File: src/rtl/common_constants.sv
// Common constants header shared across the checker codebase.
// Guarded so it may be included from several compilation units.
`ifndef COMMON_CONSTANTS_SV
`define COMMON_CONSTANTS_SV
`define MAGIC_NUMBER 5
`define MAX_COUNT 16
`endif

File: src/rtl/seq_mult_pkg.sv
// Shared types for the seq_mult iterative product engine.
package seq_mult_pkg;

  typedef enum logic [1:0] {
    IDLE = 2'd0,
    RUN  = 2'd1,
    DONE = 2'd2
  } seq_mult_state_t;

endpackage

File: src/rtl/seq_mult_iter_counter.sv
// Loadable up-counter with a terminal-count flag at count == TERMINAL.
module iter_counter #(
  parameter int WIDTH    = 3,
  parameter int TERMINAL = 3
) (
  input  logic             clk,
  input  logic             rst,
  input  logic             load,
  input  logic             en,
  output logic [WIDTH-1:0] count,
  output logic             tc
);

  localparam logic [WIDTH-1:0] TC_VALUE = WIDTH'(TERMINAL);

  always_ff @(posedge clk or posedge rst) begin
    if (rst)
      count <= '0;
    else if (load)
      count <= '0;
    else if (en)
      count <= count + WIDTH'(1);
  end

  assign tc = (count == TC_VALUE);

endmodule

File: src/rtl/seq_mult.sv
// Iterative product engine: multiplies ITERATIONS+1 consecutive samples,
// truncating or saturating to WIDTH bits, and pulses valid with the result.
`include "common_constants.sv"

module seq_mult
  import seq_mult_pkg::*;
#(
  parameter int ITERATIONS = `MAGIC_NUMBER,
  parameter int WIDTH      = 8,
  parameter int SATURATE   = 0
) (
  input  logic             clk,
  input  logic             rst,
  input  logic             start,
  input  logic [WIDTH-1:0] data_in,
  output logic             valid,
  output logic [WIDTH-1:0] data_out,
  output logic             busy,
  output logic             overflow
);

  localparam int CW = $clog2(ITERATIONS + 2);

  if (ITERATIONS >= `MAX_COUNT) begin : g_iter_range
    $fatal(1, "seq_mult: ITERATIONS must be below MAX_COUNT");
  end

  seq_mult_state_t    state;
  logic [WIDTH-1:0]   acc;
  logic [2*WIDTH-1:0] product;
  logic               prod_ovf;
  logic [WIDTH-1:0]   next_acc;
  logic [CW-1:0]      count;
  logic               tc;
  logic               cnt_load;
  logic               cnt_en;

  // Overflow is judged on the full double-width product; a saturated acc
  // times 0 still collapses to 0 because the multiply is always performed.
  always_comb begin
    product  = {{WIDTH{1'b0}}, acc} * {{WIDTH{1'b0}}, data_in};
    prod_ovf = |product[2*WIDTH-1:WIDTH];
    next_acc = (SATURATE != 0 && prod_ovf) ? '1 : product[WIDTH-1:0];
  end

  assign cnt_load = (state == IDLE) && start;
  assign cnt_en   = (state == RUN) && !tc;

  iter_counter #(
    .WIDTH    (CW),
    .TERMINAL (ITERATIONS)
  ) u_iter_counter (
    .clk   (clk),
    .rst   (rst),
    .load  (cnt_load),
    .en    (cnt_en),
    .count (count),
    .tc    (tc)
  );

  always_ff @(posedge clk or posedge rst) begin
    if (rst) begin
      state    <= IDLE;
      acc      <= '0;
      data_out <= '0;
      valid    <= 1'b0;
      busy     <= 1'b0;
      overflow <= 1'b0;
    end else begin
      case (state)
        IDLE: begin
          if (start) begin
            acc      <= WIDTH'(1);
            overflow <= 1'b0;
            busy     <= 1'b1;
            state    <= RUN;
          end
        end
        RUN: begin
          acc      <= next_acc;
          overflow <= overflow | prod_ovf;
          if (tc) begin
            data_out <= next_acc;
            valid    <= 1'b1;
            state    <= DONE;
          end
        end
        DONE: begin
          valid <= 1'b0;
          busy  <= 1'b0;
          state <= IDLE;
        end
        default: state <= IDLE;
      endcase
    end
  end

endmodule

File: config.mk
export PLATFORM = sky130hd
export DESIGN_NAME = seq_mult
export DESIGN_NICKNAME = d
export VERILOG_FILES = /design/src/rtl/seq_mult_pkg.sv /design/src/rtl/seq_mult_iter_counter.sv /design/src/rtl/seq_mult.sv
export VERILOG_INCLUDE_DIRS = /design/src /design/src/rtl
export SDC_FILE = /design/constraint.sdc
export NUM_CORES = 1
export LEC_CHECK = 0
export BUFFER_PORTS_ARGS = -buffer_cell sky130_fd_sc_hd__buf_2
export CORE_UTILIZATION = 35
export DETAILED_ROUTE_END_ITERATION = 7
export MAX_ROUTING_LAYER = met4
export PLACE_DENSITY = 0.52
export SYNTH_ARGS = -nofsm -noshare
export SYNTH_HDL_FRONTEND = slang
export SYNTH_SLANG_ARGS = --single-unit
export TNS_END_PERCENT = 1
File: constraint.sdc
create_clock -name clk -period 11.1 [get_ports clk]
set_input_delay 1.11 -clock clk [delete_from_list [all_inputs] [get_ports clk]]
set_output_delay 1.11 -clock clk [all_outputs]
set_load 0.01 [all_outputs]
### Word level (Yosys, flattened, before mapping)

Index checks and enable logic that the tools add are counted.

| storage, ports and cells | value |
|---|---|
| ROM bits | 0 |
| latch bits | 0 |
| register bits after elaboration | 24 |
| word-level logic and storage cells | 42 |
| bits of input ports | 11 |
| memories kept | 0 |
| memory bits (writable) | 0 |
| output and inout bits | 11 |

| cells by class | value |
|---|---|
| $lt $le $gt $ge | 0 |
| div/mod/pow operators | 0 |
| bitwise operators | 1 |
| reduce and logical (&&, ||, !) cells | 14 |
| add/subtract/negate cells | 1 |
| equal/unequal tests | 5 |
| muxes and demuxes | 13 |
| multiply operators | 1 |
| shift operators | 0 |

Operators with widths:

| cell | count |
|---|---|
| multiplier 8 x 8 -> 16 bit | 1 |
| one-hot mux 8 bit (2 select lines) | 1 |
| AND reduction 2 bit | 5 |
| two-way mux 8 bit | 1 |
| nonzero test 2 bit | 4 |
| OR reduction 8 bit | 1 |
| two-way mux 3 bit | 2 |
| one-hot mux 1 bit (2 select lines) | 3 |
| two-way mux 2 bit | 2 |
| != test 2 bit, second input constant | 2 |
| one-hot mux 2 bit (2 select lines) | 1 |
| adder 3 x 1 -> 3 bit, second input constant | 1 |
| == test 3 bit, second input constant | 1 |
| two-way mux 1 bit | 3 |
| == test 2 x 1 -> 1 bit, second input constant | 1 |
| == test 2 bit, second input constant | 1 |
| logical AND 1 bit | 2 |
| logical NOT 2 bit | 1 |
| logical NOT 1 bit | 1 |
| bitwise OR 1 bit | 1 |

### Logic depth before layout (Yosys ltp)

Gate-level depths: netlist of run 1.

| depth | value |
|---|---|
| word-level depth | 5 |
| gate-level depth with buffers | 16 |
| mapped depth without buffers | 15 |

### Cells and area by module

From an unflattened synthesis of run 1, not the netlist that was laid out.

| unflattened totals | value |
|---|---|
| cells, all modules | 351 |
| area, all modules | 3133.0 um^2 |

By module, submodules not included:

| module | cells each | instances | area an instance (um^2) | seq. area each (um^2) |
|---|---|---|---|---|
| seq_mult | 336 | 1 | 2972.9 | 525.5 |
| iter_counter | 15 | 1 | 160.2 | 75.1 |

### Least setup slack after synthesis of run 1

Ideal clock, no wire load.

| path | value |
|---|---|
| path type | input -> register |
| start point | input data_in[7] |
| end point | register overflow |
| slack | 6.263 ns |
| setup time | 0.131 ns |
| required time | 10.969 ns |
| cell stages on the path | 13 |
| arrival | 4.706 ns |
| path buffers | 0 |
| cell sequence | nand2_1 -> fa_1 -> fa_1 -> fa_1 -> fa_1 -> inv_1 -> ha_1 -> a21oi_1 -> o21ai_2 -> o221a_4 -> a2111oi_0 -> a31o_1 -> a31oi_1 |

| on the way | value |
|---|---|
| word-level cells in the longest chain between the ends | 4 |

RTL lines:

| element | RTL line | source |
|---|---|---|
| start, declared | seq_mult.sv:15 | `input logic [WIDTH-1:0] data_in,` |
| multiplier 8 x 8 -> 16 bit | seq_mult.sv:41 | `product = {{WIDTH{1'b0}}, acc} * {{WIDTH{1'b0}}, data_in};` |
| OR reduction 8 bit | seq_mult.sv:42 | `prod_ovf = \|product[2*WIDTH-1:WIDTH];` |
| bitwise OR 1 bit | seq_mult.sv:81 | `overflow <= overflow \| prod_ovf;` |
| one-hot mux 1 bit (2 select lines) | seq_mult.sv:70 | `case (state)` |
| end signal, assigned | seq_mult.sv:81 |  |
| end, declared | seq_mult.sv:19 | `output logic overflow` |

Every way passes these cells.
A chain may end at the register's enable or synchronous reset.

### Worst setup path after layout of run 1

| path | value |
|---|---|
| start point | input data_in[4] |
| end point | register overflow |

The elaborated chain is that of the path after synthesis.

==> results of run 1 <==
[cells in the final DEF, fill, tap and decap left out, types with 2 or more instances in the layout]
| master | instances |
|---|---|
| o21ai_0 | 9 |
| and3_1 | 2 |
| and2_1 | 31 |
| dfrtp_1 | 24 |
| a21oi_1 | 17 |
| fa_1 | 36 |
| buf_2 | 21 |
| mux2_2 | 7 |
| nand2_1 | 47 |
| nor2_1 | 5 |
| clkbuf_8 | 3 |
| a21o_1 | 4 |
| o31ai_1 | 2 |
| nor3_1 | 2 |
| ha_1 | 38 |
| o211ai_1 | 2 |
| nand3_1 | 2 |
| nor2b_1 | 2 |
| a22o_1 | 7 |
| xor2_1 | 2 |
| a211oi_2 | 2 |
| xnor2_1 | 5 |
| a31oi_1 | 2 |
| inv_1 | 59 |
[final timing paths]
check | start | to | slack (ns) | cells past startpoint
max | data_in[4] | overflow | 6.21 | 14
min | data_out[5] | data_out[5] | 0.50 | 2
max reg2reg | acc[0] | overflow | 6.57 | 13
min reg2reg | data_out[5] | data_out[5] | 0.50 | 2
max in group asynchronous | rst | data_out[2] | 9.49 | 2
min in group asynchronous | rst | data_out[3] | 1.04 | 2
[sequential cells by signal, indices dropped and copies added (netlist names)]
name,flops
u_iter_counter.count,3
state,2
busy,1
overflow,1
valid,1
acc,8
data_out,8
[routing by layer]
metal	wire length, µm	global-route usage (%)	vias up	part of all wire, %
met4	29	1.990	0	0.45
met2	3049	26.54	26	47
met5	0	-	-	0
met1	3263	23.11	1112	50
li1	-	-	1133	-
met3	157	1.264	4	2.4
[worst max-delay path: stages]
cell and delay (ns):
buf_2 0.18, nand2_1 0.10, fa_1 0.57, fa_1 0.44
fa_1 0.52, fa_1 0.55, inv_1 0.04, ha_1 0.34
a21oi_1 0.19, o21ai_2 0.10, o221a_4 0.28, a2111oi_0 0.39
a31o_1 0.15, a31oi_1 0.06
[stage by stage]
step           util, %  std cells  hold slack, ns  area [µm²]
3_5_place_dp     38.34        457          0.4791        3311
2_1_floorplan        -        337          0.4791        3107
6_report         38.81        460          0.5027        3352
4_1_cts          38.81        460          0.5033        3352
3_3_place_gp     38.34        457          0.4649        3311
5_1_grt          38.81        460          0.5308        3352
[kinds of logic (layout without fill, tap and decap cells)]
family	count (synthesis)	count (layout)	share of synthesized area, %
flops	24	24	19.33
simple gates	96	96	15.22
buf+inv	68	83	8.297
compound gates	61	61	14.14
xor+xnor	7	7	1.973
fa+ha+maj	74	74	38.50
mux	7	7	2.537
[final cells by class]
| class | instances | area (µm²) |
|---|---|---|
| clock buffer | 3 | 41.29 |
| fill | 887 | 5284 |
| inverter | 59 | 221.5 |
| multi-input combinational | 245 | 2248 |
| sequential | 24 | 600.6 |
| tap | 108 | 135.1 |
| timing repair buffer | 21 | 105.1 |
==> flow_summary.ini, run 1 <==
[run_status]
run_status = finished, final reports clean

[floorplan]
core-area_mm2 = 0.008636
std_cell_rows = 34
initial_core_util_pct = 35.98
die-height_um = 96.22
die_x_um = 96.22
die_area_mm2 = 0.009257
io_pins = 22

[yosys]
syn-num-nets = 422
synth_commonest_cells = inv_1, nand2_1, ha_1
yosys-top-cells-area = fa_1, dfrtp_1, ha_1
synth-edff-count = 0
synth.most_common_cell = inv_1
synth_cell_type_count = 45
synth_area_leader_cell = fa_1
syn_area_per_cell_um2 = 9.219
ys_warn_count = 0
ys_ff_latch = 24
ys.flop_type = dfrtp_1
synth_top_area_share_pct = 23.20
seq_area_frac_synth_pct = 19.33
syn_area_mm2 = 0.003107
syn_inst = 337
async_flop_share_pct = 100.0

[placement]
gp_congestion = 0.8181
port_buffers = 21
place_ws_ns = 5.897
dp_hpwl_um = 5250

[cts]
htreeDepth = 1
ctsResizeCount = 0
clockBufferDepth = 2
clk_latency_ns = 0.26
cts_tree = built
cts_buffers = 3
cts.sinks = 24
cts-root-buf = clkbuf_8
cts_hold_buffers = 0
cts_setup_buffers = 0
path_clk_slew_ns = 0.08

[timing]
hold_viol_final = 0
skew_ns = 0.002566
worstMarginPinSlew_ns = 0.9333
slew_headroom_pct = 37.71
finalSetupTns_ns = 0
finalWorstSetupSlack_ns = 6.208
slew_viol_final = 0
setup_viol = 0
fmax_ghz = 0.2044
rsz0062_at_grt = no
finalCritPeriodShare_pct = 44.07
period_minus_slack_ns = 4.892

[worst_hold_path]
worstHoldPathType = reg -> reg

[worst_setup_path]
end_kind = flip-flop
required_ns = 11.24
cp.arrival_ns = 5.03
worst-path-max-fanout = 8
setup.worst_path.start_class = primary input
path_class = in -> reg

[flow_run]
maxCapViolCount = 0

[finish]
final_nets = 439
drive_gt1_share_pct = 10.80
antenna_cells = 0
syn_to_final_growth_pct = 7.894

[detailed_routing]
drtAntennaViolNets = 0
dr.pass1.iters = 4
vias = 2275
wl_um = 6499
via_per_inst = 4.946
drt_iter0_drc = 88
drc_errors = 0
wire_per_inst_um = 14.13

[global_routing]
overflow = 0
globalRouteTotalUtil_pct = 16.40
grt_pass1_wl_um = 11450
grt_max_degree = 25
first_global_vias = 2384
antenna_found_initial = 0
Power of run 1 is left out: the tool's default activity adds up to more than one toggle a clock period on the data nets, which glitch-free logic cannot reach.
==> run 2: changes to the inputs <==
==> constraint.sdc (replaced) <==
create_clock -name clk -period 4.9 [get_ports clk]
set_input_delay 0.49 -clock clk [delete_from_list [all_inputs] [get_ports clk]]
set_output_delay 0.49 -clock clk [all_outputs]
set_load 0.01 [all_outputs]
==> flow_summary.ini, run 2 (synthesis gave the netlist of run 1 again) <==
[run_status]
run_status = finished, final reports clean

[floorplan]
die_x_um = 96.22
std_cell_rows = 34
core-area_mm2 = 0.008636
die-height_um = 96.22
die_area_mm2 = 0.009257
initial_core_util_pct = 35.98
io_pins = 22

[timing]
skew_ns = 0.002441
setup_viol = 0
slew_headroom_pct = 39.45
fmax_ghz = 0.2220
finalSetupTns_ns = 0
hold_viol_final = 0
worstMarginPinSlew_ns = 0.9072
rsz0062_at_grt = no
period_minus_slack_ns = 4.505
finalCritPeriodShare_pct = 91.95
slew_viol_final = 0

[finish]
final_nets = 444
syn_to_final_growth_pct = 9.545
fill_cells = 889
antenna_cells = 0
layout_commonest_cell = inv_1
seqCellArea_um2 = 600.6
final_cell_mix = inv_1, nand2_1, ha_1, fa_1, and2_1
multi_input_area_mm2 = 0.002248
reg_top3 = acc x8, data_out x8, u_iter_counter.count x3
drive_gt1_share_pct = 12.29

[cts]
clockBufferDepth = 2
cts_setup_buffers = 0
clk_latency_ns = 0.27
cts.sinks = 24
cts_buffers = 3
path_clk_slew_ns = 0.08
cts_tree = built
cts-root-buf = clkbuf_8
htreeDepth = 1
cts_hold_buffers = 0
ctsResizeCount = 0

[worst_setup_path]
crit_top_cell = fa_1
worst-path-max-fanout = 9
setup.worst_path.start_class = flip-flop
end_kind = flip-flop
cp.arrival_ns = 4.65
path_class = reg -> reg
required_ns = 5.04
slowest_delay_ns = 0.57
crit_path_cell_trace = nand2_1 -> fa_1 -> fa_1 -> fa_1 -> fa_1 -> inv_1 -> ha_1 -> a21oi_1 -> o21ai_2 -> o221a_4 -> a2111oi_0 -> a31o_1 -> a31oi_1
crit_path_top_delay_cell = dfrtp_1

[detailed_routing]
via_per_inst = 4.989
drc_errors = 0
wire_per_inst_um = 14.29
drtAntennaViolNets = 0
drt_iter0_drc = 93
vias = 2325
dr.pass1.iters = 4
wl_um = 6657

[flow_run]
maxCapViolCount = 0

[global_routing]
grt_pass1_wl_um = 11720
antenna_found_initial = 0
grt_max_degree = 25
first_global_vias = 2399
overflow = 0
globalRouteTotalUtil_pct = 16.93

[placement]
gp_congestion = 0.8395
port_buffers = 21
dp_hpwl_um = 5487

[worst_hold_path]
worstHoldPathType = in -> async
run 2: changes by cell type in the layout (fill, tap and decap cells not counted), sizes merged:
cell and change:
buf +5, clkbuf +1
run 2: worst paths after layout:
kind | from | endpoint | slack (ns) | cells past startpoint
min in group clk | data_out[0] | data_out[0] | 0.48 | 2
setup / recovery | acc[4] | overflow | 0.39 | 13
setup reg to reg | acc[4] | overflow | 0.39 | 13
max in group asynchronous | rst | acc[1] | 3.94 | 2
hold reg to reg | data_out[0] | data_out[0] | 0.48 | 2
hold / removal | rst | data_out[0] | 0.41 | 2
run 2: critical path, delay by kind of cell (launching register included):
kind            cells  cell delay, ns
fa+ha+maj           5            2.40
simple gates        1            0.13
compound gates      6            1.23
buf+inv             1            0.04
flops               1            0.57
run 2: cell type report:
class | count | share of cell area [%]
Clock buffer | 4 | 1.618
Inverter | 59 | 6.507
Multi-Input combinational cell | 245 | 66.07
Sequential cell | 24 | 17.65
Tap cell | 108 | 3.971
Timing Repair Buffer | 26 | 4.191
run 2: routing by layer:
metal | vias to the layer above | GRT usage, % | wire (µm)
met5 | - | - | 0
met4 | 0 | 1.866 | 33
met3 | 5 | 1.659 | 191
met2 | 31 | 27.72 | 3101
met1 | 1151 | 23.41 | 3330
li1 | 1138 | - | -
run 2: per-stage QoR:
stage / setup slack, ns / cell area (µm²) / hold WS [ns] / utilization [%] / std cells
2_1_floorplan: 0.6176 / 3107 / 0.4791 / - / 337
3_3_place_gp: 0.3635 / 3348 / 0.4652 / 38.77 / 462
3_5_place_dp: 0.3174 / 3348 / 0.4712 / 38.77 / 462
4_1_cts: 0.4114 / 3403 / 0.4367 / 39.41 / 466
5_1_grt: 0.1466 / 3403 / 0.4941 / 39.41 / 466
6_report: 0.3945 / 3403 / 0.4080 / 39.41 / 466
Power of run 2 is left out for the same reason.
